$ cat src/rtl/unid_load_store.sv
// RV32I load/store unit: drives a word-wide, byte-enable-less data memory and
// performs sub-word stores by read-modify-write. Optional macro: MISALIGN_TRAP_EN.
module unid_load_store #(
  parameter int LARGURA_DADO = 32
) (
  input  logic                    sinal_clk,
  input  logic                    sinal_rst,
  input  logic                    req_valida,
  output logic                    req_pronta,
  input  logic                    operacao_escrita,
  input  logic [2:0]              funct3,
  input  logic [LARGURA_DADO-1:0] endereco,
  input  logic [LARGURA_DADO-1:0] dado_store,
  output logic                    resp_valida,
  output logic [LARGURA_DADO-1:0] dado_load,
  output logic                    erro_alinhamento,
  output logic                    mem_habilitar_escrita,
  output logic [LARGURA_DADO-1:0] mem_endereco,
  output logic [LARGURA_DADO-1:0] mem_dado_escrita,
  input  logic [LARGURA_DADO-1:0] mem_dado_leitura
);

  typedef enum logic [1:0] {
    OCIOSO   = 2'd0,
    LEITURA  = 2'd1,
    ESCRITA  = 2'd2,
    RESPOSTA = 2'd3
  } estado_t;

  estado_t           estado_q, estado_d;
  logic              escrita_q, escrita_d;
  logic [2:0]        funct3_q, funct3_d;
  logic [31:0]       end_q, end_d;
  logic [31:0]       dado_q, dado_d;
  logic [31:0]       load_q, load_d;
  logic [31:0]       wdata_q, wdata_d;
  logic              erro_q, erro_d;
  logic              desalinhado_s;

  // funct3[1:0]: 00 byte, 01 half, 1x word (covers the undefined codes too)
  function automatic logic [31:0] extrai_load(input logic [2:0] f3,
                                              input logic [1:0] off,
                                              input logic [31:0] w);
    logic [7:0]  b;
    logic [15:0] h;
    case (off)
      2'd0:    b = w[7:0];
      2'd1:    b = w[15:8];
      2'd2:    b = w[23:16];
      2'd3:    b = w[31:24];
      default: b = w[7:0];
    endcase
    h = off[1] ? w[31:16] : w[15:0];
    case (f3)
      3'b000:  extrai_load = {{24{b[7]}}, b};
      3'b001:  extrai_load = {{16{h[15]}}, h};
      3'b100:  extrai_load = {24'd0, b};
      3'b101:  extrai_load = {16'd0, h};
      default: extrai_load = w;
    endcase
  endfunction

  function automatic logic [31:0] mescla_store(input logic [2:0] f3,
                                               input logic [1:0] off,
                                               input logic [31:0] antigo,
                                               input logic [31:0] st);
    logic [31:0] r;
    r = antigo;
    case (f3[1:0])
      2'b00: begin
        case (off)
          2'd0:    r[7:0]   = st[7:0];
          2'd1:    r[15:8]  = st[7:0];
          2'd2:    r[23:16] = st[7:0];
          2'd3:    r[31:24] = st[7:0];
          default: r[7:0]   = st[7:0];
        endcase
      end
      2'b01: begin
        if (off[1]) begin
          r[31:16] = st[15:0];
        end else begin
          r[15:0] = st[15:0];
        end
      end
      default: r = st;
    endcase
    mescla_store = r;
  endfunction

  // Misalignment detection on the incoming request
  always_comb begin
`ifdef MISALIGN_TRAP_EN
    desalinhado_s = ((funct3[1:0] == 2'b01) && endereco[0]) ||
                    (funct3[1] && (endereco[1:0] != 2'b00));
`else
    desalinhado_s = 1'b0;
`endif
  end

  // Next-state and datapath update
  always_comb begin
    estado_d  = estado_q;
    escrita_d = escrita_q;
    funct3_d  = funct3_q;
    end_d     = end_q;
    dado_d    = dado_q;
    load_d    = load_q;
    wdata_d   = wdata_q;
    erro_d    = 1'b0;
    case (estado_q)
      OCIOSO: begin
        if (req_valida) begin
          escrita_d = operacao_escrita;
          funct3_d  = funct3;
          end_d     = endereco;
          dado_d    = dado_store;
          wdata_d   = dado_store;
          if (desalinhado_s) begin
            erro_d   = 1'b1;
            estado_d = RESPOSTA;
          end else if (operacao_escrita && funct3[1]) begin
            estado_d = ESCRITA;
          end else begin
            estado_d = LEITURA;
          end
        end else begin
          estado_d = OCIOSO;
        end
      end
      LEITURA: begin
        if (escrita_q) begin
          wdata_d  = mescla_store(funct3_q, end_q[1:0], mem_dado_leitura, dado_q);
          estado_d = ESCRITA;
        end else begin
          load_d   = extrai_load(funct3_q, end_q[1:0], mem_dado_leitura);
          estado_d = RESPOSTA;
        end
      end
      ESCRITA:  estado_d = RESPOSTA;
      RESPOSTA: estado_d = OCIOSO;
      default:  estado_d = OCIOSO;
    endcase
  end

  // State and datapath registers
  always_ff @(posedge sinal_clk or posedge sinal_rst) begin
    if (sinal_rst) begin
      estado_q  <= OCIOSO;
      escrita_q <= 1'b0;
      funct3_q  <= 3'd0;
      end_q     <= 32'd0;
      dado_q    <= 32'd0;
      load_q    <= 32'd0;
      wdata_q   <= 32'd0;
      erro_q    <= 1'b0;
    end else begin
      estado_q  <= estado_d;
      escrita_q <= escrita_d;
      funct3_q  <= funct3_d;
      end_q     <= end_d;
      dado_q    <= dado_d;
      load_q    <= load_d;
      wdata_q   <= wdata_d;
      erro_q    <= erro_d;
    end
  end

  // Strobes decode straight from the state flop so reset kills them at once
  assign req_pronta            = (estado_q == OCIOSO);
  assign resp_valida           = (estado_q == RESPOSTA);
  assign mem_habilitar_escrita = (estado_q == ESCRITA);
  assign erro_alinhamento      = erro_q;
  assign mem_endereco          = {end_q[31:2], 2'b00};
  assign mem_dado_escrita      = wdata_q;
  assign dado_load             = load_q;

endmodule
$ cat config.mk
export PLATFORM = sky130hd
export DESIGN_NAME = unid_load_store
export DESIGN_NICKNAME = d
export VERILOG_FILES = /design/src/rtl/unid_load_store.sv
export SDC_FILE = /design/constraint.sdc
export NUM_CORES = 1
export LEC_CHECK = 0
export CAP_MARGIN = 20
export CORE_ASPECT_RATIO = 1.4
export CORE_MARGIN = 2
export CORE_UTILIZATION = 48
export CTS_CLUSTER_DIAMETER = 120
export CTS_CLUSTER_SIZE = 30
export DETAILED_ROUTE_END_ITERATION = 12
export PLACE_DENSITY = 0.81
export SYNTH_ARGS = -nofsm -noshare
export SYNTH_HDL_FRONTEND = slang
export SYNTH_SLANG_ARGS = --single-unit
$ cat constraint.sdc
create_clock -name sinal_clk -period 5.7 [get_ports sinal_clk]
set_clock_uncertainty 0.1 [all_clocks]
set_input_delay 1.14 -clock sinal_clk [delete_from_list [all_inputs] [get_ports sinal_clk]]
set_output_delay 1.14 -clock sinal_clk [all_outputs]
set_load 0.02 [all_outputs]
After elaboration in Yosys (flattened, before gate mapping)
Cells that the tools add are included.
{"block": "op_classes", "eq_ne": 12, "n_mux": 17, "bitwise_logic": 1, "reduce_logical": 9}
{"op": "$pmux 32 s2", "count": 2}
{"op": "$pmux 32 s4", "count": 1}
{"op": "$mux 32", "count": 2}
{"op": "$mux 16", "count": 3}
{"op": "$mux 8", "count": 4}
{"op": "$pmux 8 s4", "count": 1}
{"op": "$eq 2x2->1 const B", "count": 4}
{"op": "$pmux 2 s4", "count": 1}
{"op": "$eq 2x1->1 const B", "count": 3}
{"op": "$eq 3x3->1 const B", "count": 2}
{"op": "$logic_not 2->1", "count": 3}
{"op": "$mux 2", "count": 2}
{"op": "$ne 2x2->1 const B", "count": 2}
{"op": "$reduce_and 2->1", "count": 2}
{"op": "$eq 3x1->1 const B", "count": 1}
{"op": "$logic_not 3->1", "count": 1}
{"op": "$reduce_and 3->1", "count": 1}
{"op": "$reduce_bool 2->1", "count": 1}
{"op": "$logic_and 1x1->1", "count": 1}
{"op": "$mux 1", "count": 1}
{"op": "$not 1->1", "count": 1}
{"block": "word_totals", "regBits": 134, "inputBits": 103, "elab_cells": 46}

Depth between registers and ports, before layout
Gate-level depths: netlist (run 1).
{"block": "logic_depth", "depth_word": 5, "ltp_mapped": 8, "mapped_depth_nobuf": 6}

Worst setup path after synthesis (run 1)
OpenSTA, ideal clock, no wires.
{"block": "synth_timing", "kind": "in2reg", "startpoint": "input mem_dado_leitura[31]", "endpoint": "register load_q[25], in the netlist dado_load[25]", "setup_time_ps": 141, "t_arrival_ps": 2127, "t_required_ps": 5459, "path_slack_ps": 3331, "path_stages": 5, "path_cell_list": "mux4_2 -> nor3b_4 -> nor2_4 -> buf_6 -> a31oi_1"}
{"block": "synth_via", "elab_chain_len": 2}
{"element": "start, declared", "line_no": "20", "source": "input logic [LARGURA_DADO-1:0] mem_dado_leitura"}
{"element": "$pmux 8 s4 or $mux 16 (tied branches)", "line_no": "46, 53"}
{"element": "$pmux 32 s4 *", "line_no": "54", "source": "case (f3)"}
{"element": "end signal, assigned", "line_no": "163", "source": "load_q <= load_d;"}
{"element": "end, declared", "line_no": "35", "source": "logic [31:0] load_q, load_d;"}
Mark *: on every way between the ends. The rest lies on a longest branch, timed or not.
A chain may end at the register's enable or synchronous reset.

Final worst setup path (run 1)
{"block": "layout_timing", "startpoint": "input req_valida", "endpoint": "register wdata_q[7], in the netlist mem_dado_escrita[7]"}
{"block": "layout_via", "elab_chain_len": 2}
{"element": "start, declared", "line_no": "8", "source": "input logic req_valida,"}
{"element": "$ne 2x2->1 (no line)"}
{"element": "$reduce_and 3->1 (no line)"}
{"element": "end signal, assigned", "line_no": "164", "source": "wdata_q <= wdata_d;"}
{"element": "end, declared", "line_no": "36", "source": "logic [31:0] wdata_q, wdata_d;"}
Every way passes these cells.

==> results of run 1 <==
metrics by stage:
step           instance area, µm²  setup slack, ns  power [mW]  hold slack [ns]  cells
6_report                     9430             2.25        6.23            0.400   1024
3_3_place_gp                 8780             2.06        4.91            0.383    990
2_1_floorplan                7020            0.877        3.99            0.371    691
3_5_place_dp                 8780             1.95        5.05            0.389    990
5_1_grt                      9430             2.12        6.60            0.411   1024
4_1_cts                      9380             2.05        6.18            0.402   1022
where the power goes:
| part | internal [mW] | switching, mW |
|---|---|---|
| sequential | 1.44 | 0.456 |
| combinational | 1.52 | 1.70 |
| clock | 0.697 | 0.412 |
| total | 3.66 | 2.57 |
cell usage after synthesis (9+ instances only):
master	count
mux2_2	68
mux2i_1	9
nand2_1	78
o22ai_1	9
o21ai_0	48
buf_2	20
dfrtp_1	134
clkbuf_1	29
nor3_1	9
a21oi_1	34
nor2_1	33
a31oi_1	27
a22o_1	23
buf_4	36
critical path, stage by stage:
cell	delay [ns]
clkdlybuf4s50_1	0.63
inv_1	0.61
a211o_1	0.94
nand2_1	0.20
o21ai_0	0.14
registers in the layout (all words and copies together) (netlist names):
name	cells
dado_load	32
escrita_q	1
mem_dado_escrita	32
estado_q	2
end_q	32
dado_q	32
funct3_q	3
worst paths after layout:
check	start	endpoint
setup / recovery	req_valida	mem_dado_escrita[7]
hold / removal	end_q[23]	end_q[23]
setup reg to reg	estado_q[1]	mem_dado_escrita[7]
hold reg to reg	end_q[23]	end_q[23]
max in group asynchronous	sinal_rst	dado_q[11]
min in group asynchronous	sinal_rst	end_q[25]
routing by layer:
| layer | GRT usage | part of all wire |
|---|---|---|
| met2 | 0.464 | 0.52 |
| met4 | 0.143 | 0.045 |
| met3 | 0.0599 | 0.069 |
| met1 | 0.335 | 0.37 |
| met5 | 0 | 0 |
cells by family after synthesis:
group	count (synthesis)	share of synthesized area
AOI/OAI and AO/OA	207	0.197
muxes	78	0.125
buffers and inverters	102	0.0797
other	1	0.000535
DFF	134	0.478
adders and majority gates	4	0.00713
and+or+nand+nor	163	0.112
layout make-up:
| cell class | count | area [µm²] | share of cell area |
|---|---|---|---|
| inverters | 8 | 35.0 | 0.00371 |
| clock inverters | 13 | 156 | 0.0166 |
| clock buffers | 19 | 443 | 0.0469 |
| multi-input cells | 455 | 3130 | 0.332 |
| flip-flops and latches | 134 | 3350 | 0.355 |
| well taps | 189 | 236 | 0.0251 |
| repair buffers | 206 | 2080 | 0.221 |
==> metrics.csv, run 1 <==
metric;value;unit
status;finished clean;
finalWirelength;21300;µm
dp_hpwl;15300;µm
synth_area_leaders;dfrtp_1, mux2_2, nand2_1;
clk_pin_slew;0.06;ns
final_common_cell;clkdlybuf4s50_1;
crit_arrival;3.67;ns
min_period;3.45;ns
die_w;106;µm
htreeDepth;4;
clock_latency;0.41;ns
synth-seq-area-share;0.478;
worst_pin_slew;1.13;ns
holdCritPathClass;reg2reg;
fin_crit_sh;0.605;
syn_area_per_cell;10.2;µm²
final_nets;929;
worstPathMaxFanout;33;
drc;0;
postSynth.asyncResetShare;1.00;
postRouteAntennaNets;0;
via_per_inst;5.98;
gr-total-overflow;0;
syn_area;7020;µm²
slew_violations;0;
tns;0;ns
setup_viol;0;
clock_sinks;134;
leakagePower;3.88;nW
ys_ff_latch;134;
antenna_found_initial;0;
gp_congestion;0.983;
peakVddDrop;0.372;mV
initial_core_util;0.488;
synthFlopType;dfrtp_1;
powerDensity;660;nW/µm²
rr_worst_depth;6;
grt.total_usage;0.277;
grt_pass1_wl;33400;µm
antenna_cells;0;
dieArea;15600;µm²
fmax;290;MHz
synth_top_area_cell;dfrtp_1;
rsz0062_at_grt;no;
ios;203;
synth_top_area_share;0.478;
path_class;in2reg;
cts_max_path_buffers;2;
drt_iter0_markers;554;
max_slew_margin;0.247;
hold_viol;0;
first_global_vias;6173;
die_h;147;µm
route.vias.total;6128;
synth_warnings;0;
finish.utilization;0.656;
max-cap-violations;0;
critPathLaunchType;input port;
required;5.92;ns
grt_start_max_net_pins;92;
cts_setup_buffers;0;
tritoncts;built;
synthDistinctLibCells;53;
numCtsBuffers;17;
wl_per_cell;20.8;µm
port_buffers;199;
final_cell_mix;clkdlybuf4s50_1, dfrtp_1, nand2_1, mux2_2, o21ai_0;
rows;52;
ctsHoldBuffers;0;
fill_cells;1105;
syn2layout_area_growth;34.5;%
cp-end-kind;flop;
clk_root_buffer_cell;clkbuf_16;
dr.pass1.iters;5;
synthCells;689;
drive_above_1_share;0.139;
core;14400;µm²
hold_depth;1;
synth_edf_count;0;
ctsResizeCount;0;
regToRegSetupSlack;2.77;ns
Note: power is estimated with default switching activity, not from simulation.
==> inputs of run 2 (changes only) <==
Clock period 5.7 ns to 3.29 ns, I/O delays scaled along.
==> metrics.csv, run 2 (synthesized netlist as in run 1, its figures left out) <==
metric;value;unit;change
dp_hpwl;15600;µm;+2.2%
via_per_inst;5.94;;-0.78%
worstReg2RegStart;estado_q[1];;
path_class;reg2out;;
worst_pin_slew;0.965;ns;-0.163 ns
tns;0;ns;unchanged
route.vias.total;6128;;unchanged
powerDensity;1150;nW/µm²;+75%
grt_start_max_net_pins;135;;+47%
use_met3;0.0484;;-0.0115
wl_per_cell;21.2;µm;+1.7%
slew_violations;0;;unchanged
max-cap-violations;0;;unchanged
busiest_layer;met2;;
dieArea;15600;µm²;unchanged
grt.total_usage;0.283;;+0.00599
tritoncts;built;;
setup_viol;0;;unchanged
r2r_end;mem_dado_escrita[19];;
clk_pin_slew;0.06;ns;about the same
core;14400;µm²;unchanged
p_switching;4.48;mW;+74%
postRouteAntennaNets;0;;unchanged
met1_usage;0.349;;+0.0139
fin_crit_sh;0.840;;
endpoint;req_pronta;;
ctsResizeCount;0;;unchanged
rsz0062_at_grt;no;;
gp_congestion;0.938;;-4.5%
min_period;2.76;ns;
gr-total-overflow;0;;unchanged
whs;0.398;ns;-0.00205 ns
port_buffers;199;;unchanged
p_comb_frac;0.522;;+0.005
critical_path.max_stage_delay;0.69;ns;-0.25 ns
grt_pass1_wl;34300;µm;+2.6%
finalWirelength;21800;µm;+2.5%
final_common_cell;clkdlybuf4s50_1;;
fmax;362;MHz;
p_seq_frac;0.288;;-0.017
numCtsBuffers;17;;unchanged
crit_chain;inv_1, ha_1, clkdlybuf4s50_1;;
ctsHoldBuffers;0;;unchanged
die_w;106;µm;unchanged
postPlaceCellArea;8870;µm²;+1.0%
regToRegSetupSlack;0.79;ns;-1.98 ns
critPathLaunchType;flop;;
worstPathMaxFanout;10;;-70%
cts_max_path_buffers;2;;unchanged
finalPower;11.0;mW;+77%
max_slew_margin;0.356;;+0.109
clock_sinks;134;;unchanged
switching_share;0.406;;-0.00653
final_nets;937;;+0.86%
antenna_found_initial;0;;unchanged
finish.utilization;0.664;;+0.00800
ios;203;;unchanged
fill_cells;1113;;+0.72%
cp-end-kind;primary output;;
p_int;6.55;mW;+79%
clock_latency;0.41;ns;about the same
rows;52;;unchanged
drt_iter0_markers;488;;-12%
antenna_cells;0;;unchanged
worst_path_max_delay_cell;clkdlybuf4s50_1;;
clk_root_buffer_cell;clkbuf_16;;
drive_above_1_share;0.146;;+0.00699
hold_viol;0;;unchanged
p_clk_frac;0.190;;+0.012
crit_arrival;2.01;ns;-1.66 ns
initial_core_util;0.488;;unchanged
first_global_vias;6203;;+0.49%
peakVddDrop;0.592;mV;+59%
final_area;9550;µm²;+1.2%
die_h;147;µm;unchanged
status;finished clean;;
seqCellArea;3350;µm²;unchanged
cts_setup_buffers;0;;unchanged
syn2layout_area_growth;36.1;%;
htreeDepth;4;;unchanged
crit_start;estado_q[0];;
drc;0;;unchanged
final_cell_mix;clkdlybuf4s50_1, dfrtp_1, nand2_1, mux2_2, o21ai_0;;
leakagePower;3.94;nW;+1.5%
use_met2;0.475;;+0.0109
multiInputGateArea;3130;µm²;unchanged
required;2.53;ns;-3.39 ns
rr_worst_depth;7;;+1
holdCritPathClass;reg2reg;;
dr.pass1.iters;5;;unchanged
## run 2: layer usage
metal  up-vias  share of wire
li1       2767              -
met1      2990           0.39
met2       308           0.51
met3        63          0.059
met4         0          0.043
met5         -              0
## run 2: critical path, delay by kind of cell, from the launching register on
kind                     cells  cell delay, ns
adder cells (fa/ha/maj)      1            0.40
buffers and inverters        2            0.78
flip-flops                   1            0.40
## run 2: worst min path at each step
stage                             start             endpoint  slack [ns]  depth (start not counted)
floorplan                    dado_q[20]           dado_q[20]        0.37                          1
global placement             dado_q[16]           dado_q[16]        0.38                          1
detailed placement  mem_dado_escrita[5]  mem_dado_escrita[5]        0.39                          2
CTS                 mem_dado_escrita[5]  mem_dado_escrita[5]        0.40                          2
global route                  end_q[25]            end_q[25]        0.41                          1
finish              mem_dado_escrita[5]  mem_dado_escrita[5]        0.40                          2
## run 2: power groups by stage
stage / combinational [mW] / clock [mW] / sequential (mW)
after global routing: 6.19 / 2.19 / 3.26
final: 5.76 / 2.09 / 3.18
after floorplan: 3.54 / 0 / 3.37
after global placement: 5.48 / 0 / 3.15
after detailed placement: 5.66 / 0 / 3.17
after CTS: 5.70 / 2.11 / 3.17
## run 2: area by class of cell
type | count | share of cell area
Tap cell | 189 | 0.0248
Multi-Input combinational cell | 455 | 0.328
Inverter | 8 | 0.00354
Clock inverter | 12 | 0.0211
Clock buffer | 20 | 0.0468
Sequential cell | 134 | 0.351
Timing Repair Buffer | 214 | 0.225
## run 2: metrics by stage
step | setup WS [ns] | instances
after floorplan | 0.867 | 691
after global placement | 0.480 | 999
after detailed placement | 0.387 | 999
after CTS | 0.504 | 1031
after global routing | 0.418 | 1032
final | 0.525 | 1032
